## config.mk

```make
export PLATFORM = sky130hd
export DESIGN_NAME = mem_arbiter_flat
export DESIGN_NICKNAME = d
export VERILOG_FILES = /design/src/rtl/mem_arbiter_if.sv /design/src/rtl/mem_arbiter.sv /design/src/flat_wrapper.sv
export SDC_FILE = /design/constraint.sdc
export NUM_CORES = 1
export LEC_CHECK = 0
export BUFFER_PORTS_ARGS = -buffer_cell sky130_fd_sc_hd__buf_2
export CORE_MARGIN = 2
export CORE_UTILIZATION = 45
export CTS_CLUSTER_SIZE = 24
export DETAILED_ROUTE_END_ITERATION = 6
export GPL_ROUTABILITY_DRIVEN = 0
export PLACE_DENSITY_LB_ADDON = 0.05
export SLEW_MARGIN = 20
export SYNTH_ARGS = -nofsm -noshare
export SYNTH_HDL_FRONTEND = slang
export SYNTH_SLANG_ARGS = --single-unit
export TNS_END_PERCENT = 1
```

## constraint.sdc

```tcl
create_clock -name clk -period 2.6 [get_ports clk]
set_input_delay 0.52 -clock clk [delete_from_list [all_inputs] [get_ports clk]]
set_output_delay 0.52 -clock clk [all_outputs]
set_load 0.05 [all_outputs]
```

## src/rtl/mem_arbiter_if.sv

```systemverilog
// Signal bundle between mem_arbiter, its two requesters and main memory.
// slave is the arbiter's view; master is the environment driving requests and memory.
interface mem_arbiter_if #(
    parameter int unsigned ADDR_SIZE = 15,
    parameter int unsigned BUS_SIZE  = 16
);
    logic [1:0]           req0_cmd;
    logic [ADDR_SIZE-1:0] req0_addr;
    logic [BUS_SIZE-1:0]  req0_wdata;
    logic                 req0_wready;
    logic [BUS_SIZE-1:0]  req0_rdata;
    logic                 req0_rvalid;
    logic                 req0_done;
    logic                 req0_err;

    logic [1:0]           req1_cmd;
    logic [ADDR_SIZE-1:0] req1_addr;
    logic [BUS_SIZE-1:0]  req1_wdata;
    logic                 req1_wready;
    logic [BUS_SIZE-1:0]  req1_rdata;
    logic                 req1_rvalid;
    logic                 req1_done;
    logic                 req1_err;

    logic [1:0]           mem_command;
    logic [ADDR_SIZE-1:0] mem_address;
    logic [BUS_SIZE-1:0]  mem_wdata;
    logic [1:0]           mem_resp;
    logic [BUS_SIZE-1:0]  mem_rdata;

    modport slave (
        input  req0_cmd, req0_addr, req0_wdata, req1_cmd, req1_addr, req1_wdata,
               mem_resp, mem_rdata,
        output req0_wready, req0_rdata, req0_rvalid, req0_done, req0_err,
               req1_wready, req1_rdata, req1_rvalid, req1_done, req1_err,
               mem_command, mem_address, mem_wdata
    );

    modport master (
        output req0_cmd, req0_addr, req0_wdata, req1_cmd, req1_addr, req1_wdata,
               mem_resp, mem_rdata,
        input  req0_wready, req0_rdata, req0_rvalid, req0_done, req0_err,
               req1_wready, req1_rdata, req1_rvalid, req1_done, req1_err,
               mem_command, mem_address, mem_wdata
    );
endinterface

```

## src/rtl/mem_arbiter.sv

```systemverilog
// Round-robin arbiter granting one of two requesters a full-line burst to main memory,
// with write streaming, registered read beats and a response timeout.
module mem_arbiter #(
    parameter int unsigned ADDR_SIZE = 15,
    parameter int unsigned BUS_SIZE  = 16,
    parameter int unsigned BEATS     = 8,
    parameter int unsigned TIMEOUT   = 255
) (
    input  logic         clk,
    input  logic         reset,
    mem_arbiter_if.slave bus
);
    localparam int unsigned BeatW = (BEATS > 1) ? $clog2(BEATS) : 1;
    localparam int unsigned CntW  = (TIMEOUT > 1) ? $clog2(TIMEOUT) : 1;

    localparam logic [1:0] CmdNop   = 2'd0;
    localparam logic [1:0] CmdResp  = 2'd1;
    localparam logic [1:0] CmdRead  = 2'd2;
    localparam logic [1:0] CmdWrite = 2'd3;

    localparam logic [BeatW-1:0] LastWBeat = BeatW'(BEATS - 1);
    localparam logic [BeatW-1:0] LastRBeat = BeatW'(BEATS - 2);
    localparam logic [CntW-1:0]  LastWait  = CntW'(TIMEOUT - 1);

    typedef enum logic [2:0] {StIdle, StCmd, StWdata, StWaitResp, StRdata, StDone} state_e;

    state_e               state_q, state_d;
    logic                 gnt_q;
    logic                 last_grant_q;
    logic                 is_write_q;
    logic [ADDR_SIZE-1:0] addr_q;
    logic [BeatW-1:0]     beat_q;
    logic [CntW-1:0]      cnt_q;
    logic                 err_q;
    logic                 rvalid_q;
    logic [BUS_SIZE-1:0]  rdata0_q, rdata1_q;

    logic [1:0]           req_vld;
    logic                 winner;
    logic                 resp_hit;
    logic                 capture;

    logic [1:0]           mem_cmd;
    logic [ADDR_SIZE-1:0] mem_addr;
    logic [BUS_SIZE-1:0]  mem_wd;
    logic [1:0]           wready, done, err;

    // READ and WRITE are the only encodings with bit 1 set
    assign req_vld  = {bus.req1_cmd[1], bus.req0_cmd[1]};
    assign winner   = (req_vld == 2'b11) ? ~last_grant_q : req_vld[1];
    assign resp_hit = (bus.mem_resp == CmdResp);
    assign capture  = ((state_q == StWaitResp) && resp_hit && !is_write_q) ||
                      (state_q == StRdata);

    always_ff @(posedge clk or negedge reset) begin
        if (!reset) begin
            state_q <= StIdle;
        end else begin
            state_q <= state_d;
        end
    end

    always_comb begin
        state_d = state_q;
        case (state_q)
            StIdle:     if (|req_vld) state_d = StCmd;
            StCmd:      state_d = is_write_q ? StWdata : StWaitResp;
            StWdata:    if (beat_q == LastWBeat) state_d = StWaitResp;
            StWaitResp: begin
                if (resp_hit) begin
                    state_d = (is_write_q || BEATS < 2) ? StDone : StRdata;
                end else if (cnt_q == LastWait) begin
                    state_d = StDone;
                end
            end
            StRdata:    if (beat_q == LastRBeat) state_d = StDone;
            StDone:     state_d = StIdle;
            default:    state_d = StIdle;
        endcase
    end

    always_comb begin
        mem_cmd  = CmdNop;
        mem_addr = '0;
        mem_wd   = '0;
        wready   = '0;
        done     = '0;
        err      = '0;
        case (state_q)
            StCmd: begin
                mem_cmd  = is_write_q ? CmdWrite : CmdRead;
                mem_addr = addr_q;
            end
            StWdata: begin
                mem_cmd        = CmdWrite;
                mem_addr       = addr_q;
                mem_wd         = gnt_q ? bus.req1_wdata : bus.req0_wdata;
                wready[gnt_q]  = 1'b1;
            end
            StDone: begin
                done[gnt_q] = 1'b1;
                err[gnt_q]  = err_q;
            end
            default: ;
        endcase
    end

    always_ff @(posedge clk or negedge reset) begin
        if (!reset) begin
            gnt_q        <= 1'b0;
            last_grant_q <= 1'b1;
            is_write_q   <= 1'b0;
            addr_q       <= '0;
            beat_q       <= '0;
            cnt_q        <= '0;
            err_q        <= 1'b0;
            rvalid_q     <= 1'b0;
            rdata0_q     <= '0;
            rdata1_q     <= '0;
        end else begin
            rvalid_q <= capture;
            if (capture) begin
                if (gnt_q) rdata1_q <= bus.mem_rdata;
                else       rdata0_q <= bus.mem_rdata;
            end
            case (state_q)
                StIdle: begin
                    if (|req_vld) begin
                        gnt_q        <= winner;
                        last_grant_q <= winner;
                        is_write_q   <= winner ? bus.req1_cmd[0] : bus.req0_cmd[0];
                        addr_q       <= winner ? bus.req1_addr : bus.req0_addr;
                        beat_q       <= '0;
                        cnt_q        <= '0;
                        err_q        <= 1'b0;
                    end
                end
                StWdata:    beat_q <= (beat_q == LastWBeat) ? '0 : beat_q + 1'b1;
                StWaitResp: begin
                    cnt_q <= cnt_q + 1'b1;
                    if (!resp_hit && cnt_q == LastWait) err_q <= 1'b1;
                end
                StRdata:    beat_q <= beat_q + 1'b1;
                default: ;
            endcase
        end
    end

    assign bus.mem_command = mem_cmd;
    assign bus.mem_address = mem_addr;
    assign bus.mem_wdata   = mem_wd;
    assign bus.req0_wready = wready[0];
    assign bus.req1_wready = wready[1];
    assign bus.req0_done   = done[0];
    assign bus.req1_done   = done[1];
    assign bus.req0_err    = err[0];
    assign bus.req1_err    = err[1];
    assign bus.req0_rvalid = rvalid_q & ~gnt_q;
    assign bus.req1_rvalid = rvalid_q & gnt_q;
    assign bus.req0_rdata  = rdata0_q;
    assign bus.req1_rdata  = rdata1_q;
endmodule

```

## src/flat_wrapper.sv

```systemverilog
// flat-port wrapper written by rule: the top's interface ports become plain ports
module mem_arbiter_flat 
#(
    parameter int unsigned ADDR_SIZE = 15,
    parameter int unsigned BUS_SIZE  = 16,
    parameter int unsigned BEATS     = 8,
    parameter int unsigned TIMEOUT   = 255
)
  (clk, reset, bus_req0_cmd, bus_req0_addr, bus_req0_wdata, bus_req1_cmd, bus_req1_addr, bus_req1_wdata, bus_mem_resp, bus_mem_rdata, bus_req0_wready, bus_req0_rdata, bus_req0_rvalid, bus_req0_done, bus_req0_err, bus_req1_wready, bus_req1_rdata, bus_req1_rvalid, bus_req1_done, bus_req1_err, bus_mem_command, bus_mem_address, bus_mem_wdata);
  mem_arbiter_if #(.ADDR_SIZE(ADDR_SIZE), .BUS_SIZE(BUS_SIZE)) bus_i ();
  input  logic clk;
  input  logic reset;
  input wire logic [$bits(bus_i.req0_cmd)-1:0] bus_req0_cmd;
  input wire logic [$bits(bus_i.req0_addr)-1:0] bus_req0_addr;
  input wire logic [$bits(bus_i.req0_wdata)-1:0] bus_req0_wdata;
  input wire logic [$bits(bus_i.req1_cmd)-1:0] bus_req1_cmd;
  input wire logic [$bits(bus_i.req1_addr)-1:0] bus_req1_addr;
  input wire logic [$bits(bus_i.req1_wdata)-1:0] bus_req1_wdata;
  input wire logic [$bits(bus_i.mem_resp)-1:0] bus_mem_resp;
  input wire logic [$bits(bus_i.mem_rdata)-1:0] bus_mem_rdata;
  output wire logic [$bits(bus_i.req0_wready)-1:0] bus_req0_wready;
  output wire logic [$bits(bus_i.req0_rdata)-1:0] bus_req0_rdata;
  output wire logic [$bits(bus_i.req0_rvalid)-1:0] bus_req0_rvalid;
  output wire logic [$bits(bus_i.req0_done)-1:0] bus_req0_done;
  output wire logic [$bits(bus_i.req0_err)-1:0] bus_req0_err;
  output wire logic [$bits(bus_i.req1_wready)-1:0] bus_req1_wready;
  output wire logic [$bits(bus_i.req1_rdata)-1:0] bus_req1_rdata;
  output wire logic [$bits(bus_i.req1_rvalid)-1:0] bus_req1_rvalid;
  output wire logic [$bits(bus_i.req1_done)-1:0] bus_req1_done;
  output wire logic [$bits(bus_i.req1_err)-1:0] bus_req1_err;
  output wire logic [$bits(bus_i.mem_command)-1:0] bus_mem_command;
  output wire logic [$bits(bus_i.mem_address)-1:0] bus_mem_address;
  output wire logic [$bits(bus_i.mem_wdata)-1:0] bus_mem_wdata;
  assign bus_i.req0_cmd = bus_req0_cmd;
  assign bus_i.req0_addr = bus_req0_addr;
  assign bus_i.req0_wdata = bus_req0_wdata;
  assign bus_i.req1_cmd = bus_req1_cmd;
  assign bus_i.req1_addr = bus_req1_addr;
  assign bus_i.req1_wdata = bus_req1_wdata;
  assign bus_i.mem_resp = bus_mem_resp;
  assign bus_i.mem_rdata = bus_mem_rdata;
  assign bus_req0_wready = bus_i.req0_wready;
  assign bus_req0_rdata = bus_i.req0_rdata;
  assign bus_req0_rvalid = bus_i.req0_rvalid;
  assign bus_req0_done = bus_i.req0_done;
  assign bus_req0_err = bus_i.req0_err;
  assign bus_req1_wready = bus_i.req1_wready;
  assign bus_req1_rdata = bus_i.req1_rdata;
  assign bus_req1_rvalid = bus_i.req1_rvalid;
  assign bus_req1_done = bus_i.req1_done;
  assign bus_req1_err = bus_i.req1_err;
  assign bus_mem_command = bus_i.mem_command;
  assign bus_mem_address = bus_i.mem_address;
  assign bus_mem_wdata = bus_i.mem_wdata;
  mem_arbiter #(.ADDR_SIZE(ADDR_SIZE), .BUS_SIZE(BUS_SIZE), .BEATS(BEATS), .TIMEOUT(TIMEOUT)) u_core (.clk(clk), .reset(reset), .bus(bus_i));
endmodule
```

==> results of run 1 <==
==> routing by layer <==
| layer | track usage | vias up |
|---|---|---|
| met1 | 0.2693 | 1341 |
| met4 | 0.05882 | 0 |
| met3 | 0.05045 | 7 |
| li1 | - | 1448 |
| met5 | 0 | - |
| met2 | 0.3102 | 114 |
==> cell type report <==
| type | count | area [µm²] | area share |
|---|---|---|---|
| Multi-Input combinational cell | 223 | 1742 | 0.3752 |
| Sequential cell | 66 | 1654 | 0.3563 |
| Timing Repair Buffer | 168 | 890.9 | 0.1919 |
| Clock buffer | 10 | 137.6 | 0.02965 |
| Tap cell | 102 | 127.6 | 0.02749 |
| Clock inverter | 6 | 63.81 | 0.01375 |
| Inverter | 7 | 26.28 | 0.005660 |
==> report_power, final <==
group | internal [mW] | switching (mW) | total, mW
combinational | 1.24 | 2.86 | 4.10
clock | 0.469 | 0.405 | 0.874
sequential | 1.48 | 0.332 | 1.82
total | 3.20 | 3.59 | 6.79
==> through the flow <==
stage	setup WS (ps)	utilization	cell area, µm²	power, mW	hold slack, ps
after CTS	60.73	0.6037	4641	6.858	158.7
after detailed placement	464.1	0.5775	4439	5.958	469.7
after floorplan	76.98	-	3543	5.024	224.4
after global placement	468.4	0.5775	4439	5.917	462.0
final	233.4	0.6038	4642	6.790	155.7
after global routing	74.67	0.6038	4642	7.191	176.8
==> synthesized netlist by cell type (2+ instances only) <==
cell type  number  area (µm²)
a21boi_0        3       22.52
a21o_1          2       15.01
a21oi_1         3       15.01
a31oi_1         3       18.77
a32o_1          2       20.02
a32oi_4         2       55.05
and2_1         17       106.4
buf_12          2       40.04
buf_2           6       30.03
clkbuf_1        9       33.78
dfrtp_1        65        1627
ha_1            5       62.56
inv_1           7       26.28
mux2_2         12       135.1
mux2_4         20       300.3
mux2i_1        36       360.4
nand2_1         8       30.03
nand2b_1        2       12.51
nand3_1         3       15.01
nand4b_1        2       17.52
nor2_1         28       105.1
nor2b_1         4       25.02
nor3_1          7       35.03
o211ai_1        3       22.52
o21ai_0        43       215.2
or3_1           2       12.51
==> worst max-delay path, cell delays in order, from the launching register on <==
cell,delay (ps)
dfrtp_2,540
xnor2_1,170
nor2_1,160
buf_4,220
and2_1,150
buf_2,260
==> logic make-up (layout without fill, tap and decap cells) <==
logic type	after synthesis	in the layout
flops	66	66
compound gates	69	69
simple gates	80	80
buf+inv	27	191
mux	68	68
fa+ha+maj	5	5
xor+xnor	1	1
==> path summary, 6_finish.rpt <==
path	start	end	slack (ps)	cells after the start
min reg2reg	u_core.cnt_q[6]	u_core.cnt_q[6]	480	1
max	u_core.state_q[0]	bus_mem_address[8]	230	5
min	reset	u_core.bus.req0_rdata[7]	160	1
max in group asynchronous	reset	u_core.last_grant_q	1760	2
min in group clk	bus_req0_cmd[1]	u_core.last_grant_q	390	2
max reg2reg	u_core.state_q[2]	u_core.bus.req0_rdata[4]	520	3
==> flip-flops by register name, summed over array words and instances (netlist names) <==
register               count
u_core.is_write_q          1
u_core.gnt_q               1
u_core.cnt_q               8
u_core.addr_q             15
u_core.bus.req0_rdata     16
u_core.bus.req1_rdata     16
u_core.last_grant_q        1
u_core.err_q               1
u_core.beat_q              3
u_core.state_q             3
u_core.rvalid_q            1
==> what timing repair did <==
action | 4_1_cts | 5_1_grt
resized for setup | 0 | 1
setup endpoints to repair | 0 | 17
hold endpoints to repair | 0 | 0
==> metrics.md, run 1 <==
| Metric | Value |
|---|---|
| CORE AREA | `7687 µm²` |
| Post-Synth Simple-Gate Area | `0.1194` |
| CP Data Required Time | `2080 ps` |
| Overall routing resource usage | `0.1969` |
| Worst Hold Class | `in -> async` |
| Placed Cells | `566` |
| Multiplexer area fraction after synthesis | `0.2246` |
| TritonCTS buffer count | `9` |
| Pin count of the biggest net entering global routing | `45` |
| Area growth syn-to-layout | `31.00%` |
| CTS tree | `done` |
| Synth Area in Compound Gates | `0.1264` |
| Final hold violation count | `0` |
| Sink Count | `66` |
| Area of the mapped netlist | `3543 µm²` |
| Row cnt | `32` |
| Asr flop ratio synth | `1.000` |
| Main synth FF type | `dfrtp_1` |
| Final Max Tran Viols | `0` |
| Post-Synth Adder-Cell Area | `0.01766` |
| Share of layout cells above drive strength 1 | `0.4646` |
| CP Data Arrival Time | `1850 ps` |
| Synthesized instance count | `316` |
| Status | `finished, final reports clean` |
| Max layer used | `met4` |
| DR vias/cell | `approximately 5` |
| Clk_skew | `between 15 and 20 ps` |
| Seq cells post-synth | `66` |
| Filler cells | `684` |
| Total wire length | `8299 µm` |
| Most frequent cells in the layout | `buf_2, dfrtp_1, o21ai_0` |
| Drt pass-1 iters | `4` |
| Layout Nets | `566` |
| Total number of vias | `~2900` |
| Post-synth net total | `407` |
| Worst Max-Slew Pin Slew | `797.2 ps` |
| Setup Fix Bufs, Post-CTS | `0` |
| Final HPWL DP | `6034 µm` |
| Clock transition at path regs | `80 ps` |
| Port Buffer Count | `158` |
| Leak | `2.406 nW` |
| Crit path kind | `reg -> out` |
| H-Tree Depth | `3` |
| Synth Area in XOR/XNOR | `0.002472` |
| Die ar. | `between 8000 and 9000 µm²` |
| Register area share after synthesis | `0.4665` |
| WL/cell | `14.26 µm` |
| Setup TNS | `0 ps` |
| Max FO, Critical Path | `18` |
| Initial Utilization | `0.4609` |
| Met3 WL post-DR | `659 µm` |
| First-pass GRT wire length | `about 13000 µm` |
| Hold-fix buffers at CTS | `0` |
| Most common cell after layout, fill and taps aside | `buf_2` |
| Chip height | `92.74 µm` |
| Clk_lat worst skew | `340 ps` |
| Largest family of logic cells by synthesized area | `multiplexers` |
| Synth cell types | `46` |
| # DRC | `0` |
| I/O pins | `159` |
| Final ANT Viol Nets | `0` |
| DR iter-0 viols | `73` |
| Rel. slew slack | `0.4686` |
| # Max-Cap Violations | `0` |
| Post-synth EDFFs | `0` |
| Warnings, synthesis | `0` |
| Avg Inst Size Synth | `11.21 µm²` |
| Crit path capture type | `primary output` |
| Root buffer cell | `clkbuf_8` |
| Final Instance Count excl. Fillers | `582` |
| Vias in the first global route | `2764` |
| CTS Buffer Depth | `2` |
| Final setup vio count | `0` |
| Wire length on met2 | `3733 µm` |
| Setup crit start kind | `flip-flop` |
| Met1 Wirelength | `3833 µm` |
| IR drop worst, VDD | `0.6869 mV` |
| N_diodes | `0` |
| Overflow after GRT | `0` |
| PwrDens | `between 1000 and 1500 nW/µm²` |
| Fmax | `422.5 MHz` |
| Final worst path period share | `0.9102` |
| Tmin final | `2367 ps` |
| Initial antenna violation count | `0` |
| RSZ-0062 raised after global routing | `false` |
| Die Span X | `92.74 µm` |
(Power assumes the default switching activity.)
==> run 2, diff against run 1 <==
--- a/config.mk
+++ b/config.mk
@@ -5,6 +5,7 @@
 export SDC_FILE = /design/constraint.sdc
 export NUM_CORES = 1
 export LEC_CHECK = 0
+export ABC_AREA = 1
 export BUFFER_PORTS_ARGS = -buffer_cell sky130_fd_sc_hd__buf_2
 export CORE_MARGIN = 2
 export CORE_UTILIZATION = 45
==> run 2 against run 1 <==
Hold slack better by 17 ps. Clock power up 3.5%. Critical path depth up 3. Combinational power down 12%. Die area down 2.9%. Setup slack worse by 28 ps. Clock-buffer cell count down 1. Design area down 4.0%. Final cell count up 18%. Wire length down 6.8%. Largest cell class is now registers.
==> metrics.md, run 2 <==
| Metric | Value |
|---|---|
| Status | `finished, final reports clean` |
| Final HPWL DP | `5749 µm (-4.7%)` |
| Synth cell types | `27 (-41%)` |
| PwrDens | `1395 nW/µm² (-4.7%)` |
| Tmin final | `2394 ps (+27.86 ps)` |
| Largest family of logic cells by synthesized area | `simple AND/OR/NAND/NOR gates` |
| Clock power frac | `0.146 (+0.017)` |
| Most frequent cells in the layout | `buf_2, nand2_1, dfrtp_1` |
| RSZ-0062 raised after global routing | `false` |
| IR drop worst, VDD | `0.8555 mV (+25%)` |
| FF-to-FF setup slack | `740 ps (+220 ps)` |
| Chip height | `91.38 µm (-1.5%)` |
| Port Buffer Count | `158 (unchanged)` |
| Seq cells post-synth | `66 (unchanged)` |
| TritonCTS buffer count | `9 (unchanged)` |
| Hold-fix buffers at CTS | `0 (unchanged)` |
| Max FO, Critical Path | `17 (-1)` |
| Root buffer cell | `clkbuf_8` |
| Initial antenna violation count | `1 (+1)` |
| Post-CTS resize count | `0 (unchanged)` |
| CP Data Arrival Time | `1870 ps (+20 ps)` |
| Synthesized instance count | `424 (+34%)` |
| Post-Synth Adder-Cell Area | `0.01821 (+0.0005529)` |
| Setup TNS | `0 ps (unchanged)` |
| # DRC | `0 (unchanged)` |
| Clk_lat worst skew | `330 ps (about the same)` |
| Sequential power share | `0.276 (+0.008)` |
| Crit path kind | `reg -> out` |
| CP max stage delay | `420 ps (-120 ps)` |
| First-pass GRT wire length | `12990 µm (-3.1%)` |
| Sw power | `3.365 mW (-6.3%)` |
| Most common cell on crit path | `nand2_1` |
| Final ANT Viol Nets | `0 (unchanged)` |
| Final worst path period share | `0.9209 (+0.01072)` |
| Initial Utilization | `0.4687 (+0.007743)` |
| I/O pins | `159 (unchanged)` |
| Synth Area in Compound Gates | `0.1522 (+0.02581)` |
| CTS tree | `done` |
| Worst R2R End | `u_core.addr_q[3]` |
| Pin count of the biggest net entering global routing | `67 (+49%)` |
| Layout Nets | `671 (+19%)` |
| Total wire length | `7736 µm (-6.8%)` |
| Worst Max-Slew Pin Slew | `560.7 ps (-236.4 ps)` |
| Sink Count | `66 (unchanged)` |
| Synth Area in XOR/XNOR | `0.002549 (+0.00007741)` |
| DR iter-0 viols | `61 (-16%)` |
| Final Max Tran Viols | `0 (unchanged)` |
| Dpl ws | `504.0 ps (+39.88 ps)` |
| CP Data Required Time | `2080 ps (about the same)` |
| Final hold violation count | `0 (unchanged)` |
| Final setup vio count | `0 (unchanged)` |
| Post-synth EDFFs | `0 (unchanged)` |
| Post-synth net total | `515 (+27%)` |
| DR vias/cell | `4.643 (-7.1%)` |
| Vias in the first global route | `2963 (+7.2%)` |
| Critical path origin | `u_core.state_q[2]` |
| Total number of vias | `3176 (+9.1%)` |
| # Max-Cap Violations | `0 (unchanged)` |
| CP bufs+invs | `3 (+1)` |
| Rel. slew slack | `0.6253 (+0.1567)` |
| Synth top area share | `0.4734 (+0.01438)` |
| Multiplexer area fraction after synthesis | `0 (-0.2246)` |
| Synth area leader | `dfrtp_1` |
| WL/cell | `11.31 µm (-21%)` |
| Avg Inst Size Synth | `8.103 µm² (-28%)` |
| Worst path cell trace | `inv_2, nand2_4, nor2_2, nand2_1, clkinvlp_4, nand2_1, nand2_1, buf_2` |
| Drt pass-1 iters | `4 (unchanged)` |
| CORE AREA | `7331 µm² (-4.6%)` |
| Worst Hold Class | `in -> async` |
| Share of layout cells above drive strength 1 | `0.3664 (-0.09814)` |
| Area growth syn-to-layout | `29.72%` |
| Net Sw Frac | `0.5414 (+0.01227)` |
| Top cell family by delay on the critical path | `buffers and inverters` |
| Setup crit start kind | `flip-flop` |
| Combinational share of power | `0.579 (-0.025)` |
| Largest cells by area after synthesis | `dfrtp_1, nand2_1, inv_1, o21ai_2, nor2_1` |
| Row cnt | `31 (-3.1%)` |
| Fmax | `417.6 MHz (-1.2%)` |
| Top cells by count, synth | `nand2_1, dfrtp_1, inv_1` |
| Pint | `2.850 mW (-11%)` |
| Overall routing resource usage | `0.1903 (-0.006574)` |
| Asr flop ratio synth | `1.000 (unchanged)` |
| Register area share after synthesis | `0.4811 (+0.01461)` |
| Die ar. | `8350 µm² (-2.9%)` |
| Reg2Reg Depth | `5 (+2)` |
| Main synth FF type | `dfrtp_1` |
| Tot Pwr | `6.215 mW (-8.5%)` |
| Leak | `2.560 nW (+6.4%)` |
| Die Span X | `91.38 µm (-1.5%)` |
| Most common cell in the netlist | `nand2_1` |
| Area of the mapped netlist | `3436 µm² (-3.0%)` |
| H-Tree Depth | `3 (unchanged)` |
| Worst R2R Start | `u_core.last_grant_q` |
| CTS Buffer Depth | `2 (unchanged)` |
| Most common cell after layout, fill and taps aside | `buf_2` |
| Clock transition at path regs | `70 ps (about the same)` |
| Post-Synth Simple-Gate Area | `0.2385 (+0.1192)` |
| CP max stage cell | `dfrtp_1` |
| Hold slack | `172.8 ps (+17.07 ps)` |
| Setup Fix Bufs, Post-CTS | `0 (unchanged)` |
| Crit path capture type | `primary output` |
| Setup ws final | `205.6 ps (-27.86 ps)` |
| Warnings, synthesis | `0 (unchanged)` |
| Clk_skew | `7.536 ps (-8.674 ps)` |
| Overflow after GRT | `0 (unchanged)` |
[run 2: changes by cell type after synthesis, sizes merged, moves of 7 or more]
cell,change
and2,-17
clkbuf,-7
inv,+53
mux2,-32
mux2i,-36
nand2,+112
nand3,+14
nor2,+22
o21ai,+23
o22ai,+15
[run 2: worst register-to-register path, stage by stage, from the launching register on]
cell and delay [ps]:
dfstp_2 540, nand2_1 50, nand2_1 420, inv_1 370, o21ai_0 260, o22ai_1 100
[run 2: how the worst max path moves through the flow]
stage / endpoint / slack, ps / depth (start not counted)
after CTS: bus_mem_wdata[11] / 130 / 6
final: bus_mem_wdata[7] / 210 / 8
after detailed placement: bus_mem_wdata[11] / 500 / 6
after global routing: bus_mem_wdata[15] / 10 / 8
after global placement: bus_mem_wdata[4] / 550 / 6
after floorplan: bus_mem_address[10] / 140 / 8
[run 2: per-layer routing]
layer	global-route usage	share of wire	vias to the layer above	routed length (µm)
li1	-	-	1646	-
met2	0.3082	0.46	105	3545
met3	0.06224	0.084	10	653
met1	0.2443	0.45	1415	3457
met4	0.05303	0.010	0	80
met5	0	0	-	0
[run 2: cell type report]
type / instances / area, µm²
clock inverters: 6 / 82.58
fillers: 678 / 2874
repair buffers: 160 / 818.3
flip-flops and latches: 66 / 1653
clock buffers: 9 / 123.9
inverters: 62 / 239.0
multi-input cells: 281 / 1414
diodes: 1 / 2.502
well taps: 99 / 123.9
[run 2: power by group through the flow]
| stage | Clock (mW) | Combinational (mW) | Sequential (mW) |
|---|---|---|---|
| after CTS | 0.928 | 3.62 | 1.72 |
| after floorplan | 0 | 2.03 | 2.56 |
| after global placement | 0 | 3.59 | 1.71 |
| after detailed placement | 0 | 3.62 | 1.72 |
| after global routing | 0.967 | 3.89 | 1.77 |
| final | 0.905 | 3.60 | 1.71 |
[run 2: cell families (layout without fill, tap and decap cells)]
family                   Yosys count  in the layout
adder cells (fa/ha/maj)            5              5
buffers and inverters             77            237
flip-flops                        66             66
XOR/XNOR                           1              1
other                              0              1
AND/OR/NAND/NOR                  191            191
AO/OA/AOI/OAI                     84             84
[run 2: through the flow]
stage,util,cell area [µm²],instances
2_1_floorplan,-,3436,424
3_3_place_gp,0.5789,4244,668
3_5_place_dp,0.5789,4244,668
4_1_cts,0.6071,4451,683
5_1_grt,0.6076,4454,683
6_report,0.6080,4457,684
==> run 3, diff against run 2 <==
--- a/config.mk
+++ b/config.mk
@@ -8,12 +8,11 @@
 export ABC_AREA = 1
 export BUFFER_PORTS_ARGS = -buffer_cell sky130_fd_sc_hd__buf_2
 export CORE_MARGIN = 2
-export CORE_UTILIZATION = 45
+export CORE_UTILIZATION = 42
 export CTS_CLUSTER_SIZE = 24
 export DETAILED_ROUTE_END_ITERATION = 6
 export GPL_ROUTABILITY_DRIVEN = 0
 export PLACE_DENSITY_LB_ADDON = 0.05
-export SLEW_MARGIN = 20
 export SYNTH_ARGS = -nofsm -noshare
 export SYNTH_HDL_FRONTEND = slang
 export SYNTH_SLANG_ARGS = --single-unit
==> constraint.sdc (replaced) <==
create_clock -name clk -period 2 [get_ports clk]
set_input_delay 0.4 -clock clk [delete_from_list [all_inputs] [get_ports clk]]
set_output_delay 0.4 -clock clk [all_outputs]
set_load 0.05 [all_outputs]
==> run 3 against run 2 <==
Highest routed layer unchanged. Final cell count grew 1.6%. Hold slack worse by 100 ps. Critical path type unchanged. Largest power group unchanged. The run now ends with negative setup slack left. Clock power grew 19%.
==> metrics.md, run 3 (synthesized netlist as in run 2, its figures left out) <==
| Metric | Value |
|---|---|
| Status | `complete, but fails checks` |
| Failing checks | `negative setup slack` |
| Vias in the first global route | `3128 (+5.6%)` |
| Design area | `4803 µm² (+7.8%)` |
| Final hold violation count | `0 (unchanged)` |
| Rel. slew slack | `0.7039 (+0.07860)` |
| Final Max Tran Viols | `0 (unchanged)` |
| # DRC | `0 (unchanged)` |
| Top cell family by delay on the critical path | `buffers and inverters` |
| Worst Hold Class | `in -> async` |
| Root buffer cell | `clkbuf_8` |
| Placed inst area | `4295 µm² (+1.2%)` |
| Fmax | `495.3 MHz` |
| Most common cell after layout, fill and taps aside | `buf_2` |
| PwrDens | `1813 nW/µm² (+30%)` |
| Crit path kind | `reg -> out` |
| Pin count of the biggest net entering global routing | `67 (unchanged)` |
| CP Data Required Time | `1600 ps (-480 ps)` |
| TritonCTS buffer count | `9 (unchanged)` |
| CP Data Arrival Time | `1620 ps (-250 ps)` |
| First-pass GRT wire length | `14370 µm (+11%)` |
| Tot Pwr | `8.706 mW (+40%)` |
| Crit path capture type | `primary output` |
| Share of layout cells above drive strength 1 | `0.4064 (+0.03997)` |
| Setup TNS | `-21.87 ps (-21.87 ps)` |
| Leak | `2.627 nW (+2.6%)` |
| CP bufs+invs | `4 (+1)` |
| Most frequent cells in the layout | `buf_2, nand2_1, dfrtp_1` |
| Clk_skew | `6.697 ps (-0.8386 ps)` |
| Setup crit start kind | `flip-flop` |
| Drt pass-1 iters | `4 (unchanged)` |
| Die Span X | `94.45 µm (+3.4%)` |
| DR vias/cell | `4.735 (+2.0%)` |
| Clk_lat worst skew | `330 ps (about the same)` |
| Final ANT Viol Nets | `0 (unchanged)` |
| DR iter-0 viols | `150 (+150%)` |
| Total number of vias | `3291 (+3.6%)` |
| RSZ-0062 raised after global routing | `true` |
| Chip height | `94.45 µm (+3.4%)` |
| Layout Nets | `679 (+1.2%)` |
| WL/cell | `12.79 µm (+13%)` |
| H-Tree Depth | `3 (unchanged)` |
| Port Buffer Count | `158 (unchanged)` |
| Max FO, Critical Path | `15 (-2)` |
| CTS Buffer Depth | `2 (unchanged)` |
| Row cnt | `32 (+3.2%)` |
| Final setup vio count | `2 (+2)` |
| Area growth syn-to-layout | `39.80%` |
| N_diodes | `0 (-1)` |
| Hold slack | `68.12 ps (-104.6 ps)` |
| Overall routing resource usage | `0.2047 (+0.01435)` |
| Hold-fix buffers at CTS | `0 (unchanged)` |
| Total wire length | `8886 µm (+15%)` |
| I/O pins | `159 (unchanged)` |
| CTS tree | `done` |
| Initial antenna violation count | `0 (-1)` |
| Die ar. | `8920 µm² (+6.8%)` |
| Clock transition at path regs | `80 ps (about the same)` |
| Final HPWL DP | `6278 µm (+9.2%)` |
| Initial Utilization | `0.4401 (-0.02862)` |
| Sink Count | `66 (unchanged)` |
| Worst path cell trace | `inv_2, nand2_4, nor2_4, inv_2, nand2_4, inv_8, nor2_2, buf_6` |
| # Max-Cap Violations | `0 (unchanged)` |
| Tmin final | `2019 ps` |
| Worst Max-Slew Pin Slew | `443.7 ps (-117.0 ps)` |
| CORE AREA | `7807 µm² (+6.5%)` |
| Setup ws final | `-19.09 ps (-224.6 ps)` |
| Final worst path period share | `1.010` |
| CP max stage cell | `dfrtp_1` |
| IR drop worst, VDD | `1.137 mV (+33%)` |
| Overflow after GRT | `0 (unchanged)` |
| CP max stage delay | `400 ps (-20 ps)` |
run 3: changes by cell type in the layout (fill, tap and decap cells not counted), moves of 2 or more:
| cell | change |
|---|---|
| nor2_2 | +11 |
| buf_6 | +29 |
| clkbuf_4 | +3 |
| clkbuf_1 | +2 |
| buf_4 | +9 |
| buf_2 | -36 |
| clkinv_4 | +3 |
| buf_8 | +2 |
| nor2_4 | +4 |
| nor2_1 | -15 |
run 3: report_power, final:
group / switching [mW] / internal [mW] / leakage [nW]
combinational: 3.85 / 1.53 / 1.72
clock: 0.511 / 0.573 / 0.0893
sequential: 0.321 / 1.92 / 0.823
run 3: worst paths after layout:
| check | start | to | slack, ps | cells past startpoint |
|---|---|---|---|---|
| max | u_core.state_q[2] | bus_mem_address[1] | -20 | 8 |
| min | reset | u_core.bus.req1_rdata[0] | 70 | 2 |
| max reg2reg | u_core.state_q[0] | u_core.bus.req0_rdata[11] | 240 | 6 |
| min reg2reg | u_core.last_grant_q | u_core.last_grant_q | 470 | 2 |
| max in group asynchronous | reset | u_core.last_grant_q | 1620 | 2 |
| min in group clk | bus_req1_addr[6] | u_core.addr_q[6] | 330 | 3 |
run 3: area by class of cell:
cell class              count  area, µm²
repair buffers            167       1085
fillers                   729       3004
clock buffers              11      131.4
well taps                 102      127.6
flip-flops and latches     66       1654
clock inverters             5      55.05
inverters                  62      252.7
repair inverters            1      8.758
multi-input cells         281       1489
run 3: per-stage QoR:
step           utilization  instances  worst slack [ps]
2_1_floorplan            -        424            -176.6
3_5_place_dp        0.5502        674             53.10
3_3_place_gp        0.5502        674             81.69
4_1_cts             0.6038        694            -11.08
5_1_grt             0.6152        695            -71.30
6_report            0.6152        695            -19.09
run 3: worst reg2reg max path, cell delays in order, from the launching register on:
cell     delay (ps)
dfrtp_1         470
nor2_1          230
nand2_2         170
nand2_4         150
nand3_4         350
nand2_1         200
o21ai_2          70
run 3: what timing repair did:
item / in CTS / in global routing
hold endpoints to repair: 0 / 0
pin swaps: 1 / 1
setup endpoints to repair: 33 / 37
gates resized for setup: 69 / 24
setup buffers: 3 / 1
cloned: 1 / 0
run 3: metal layers:
metal	vias up	routed length, µm	track usage
li1	1662	-	-
met1	1530	3800	0.2553
met4	0	79	0.05193
met5	-	0	0
met3	7	690	0.06784
met2	92	4315	0.3440
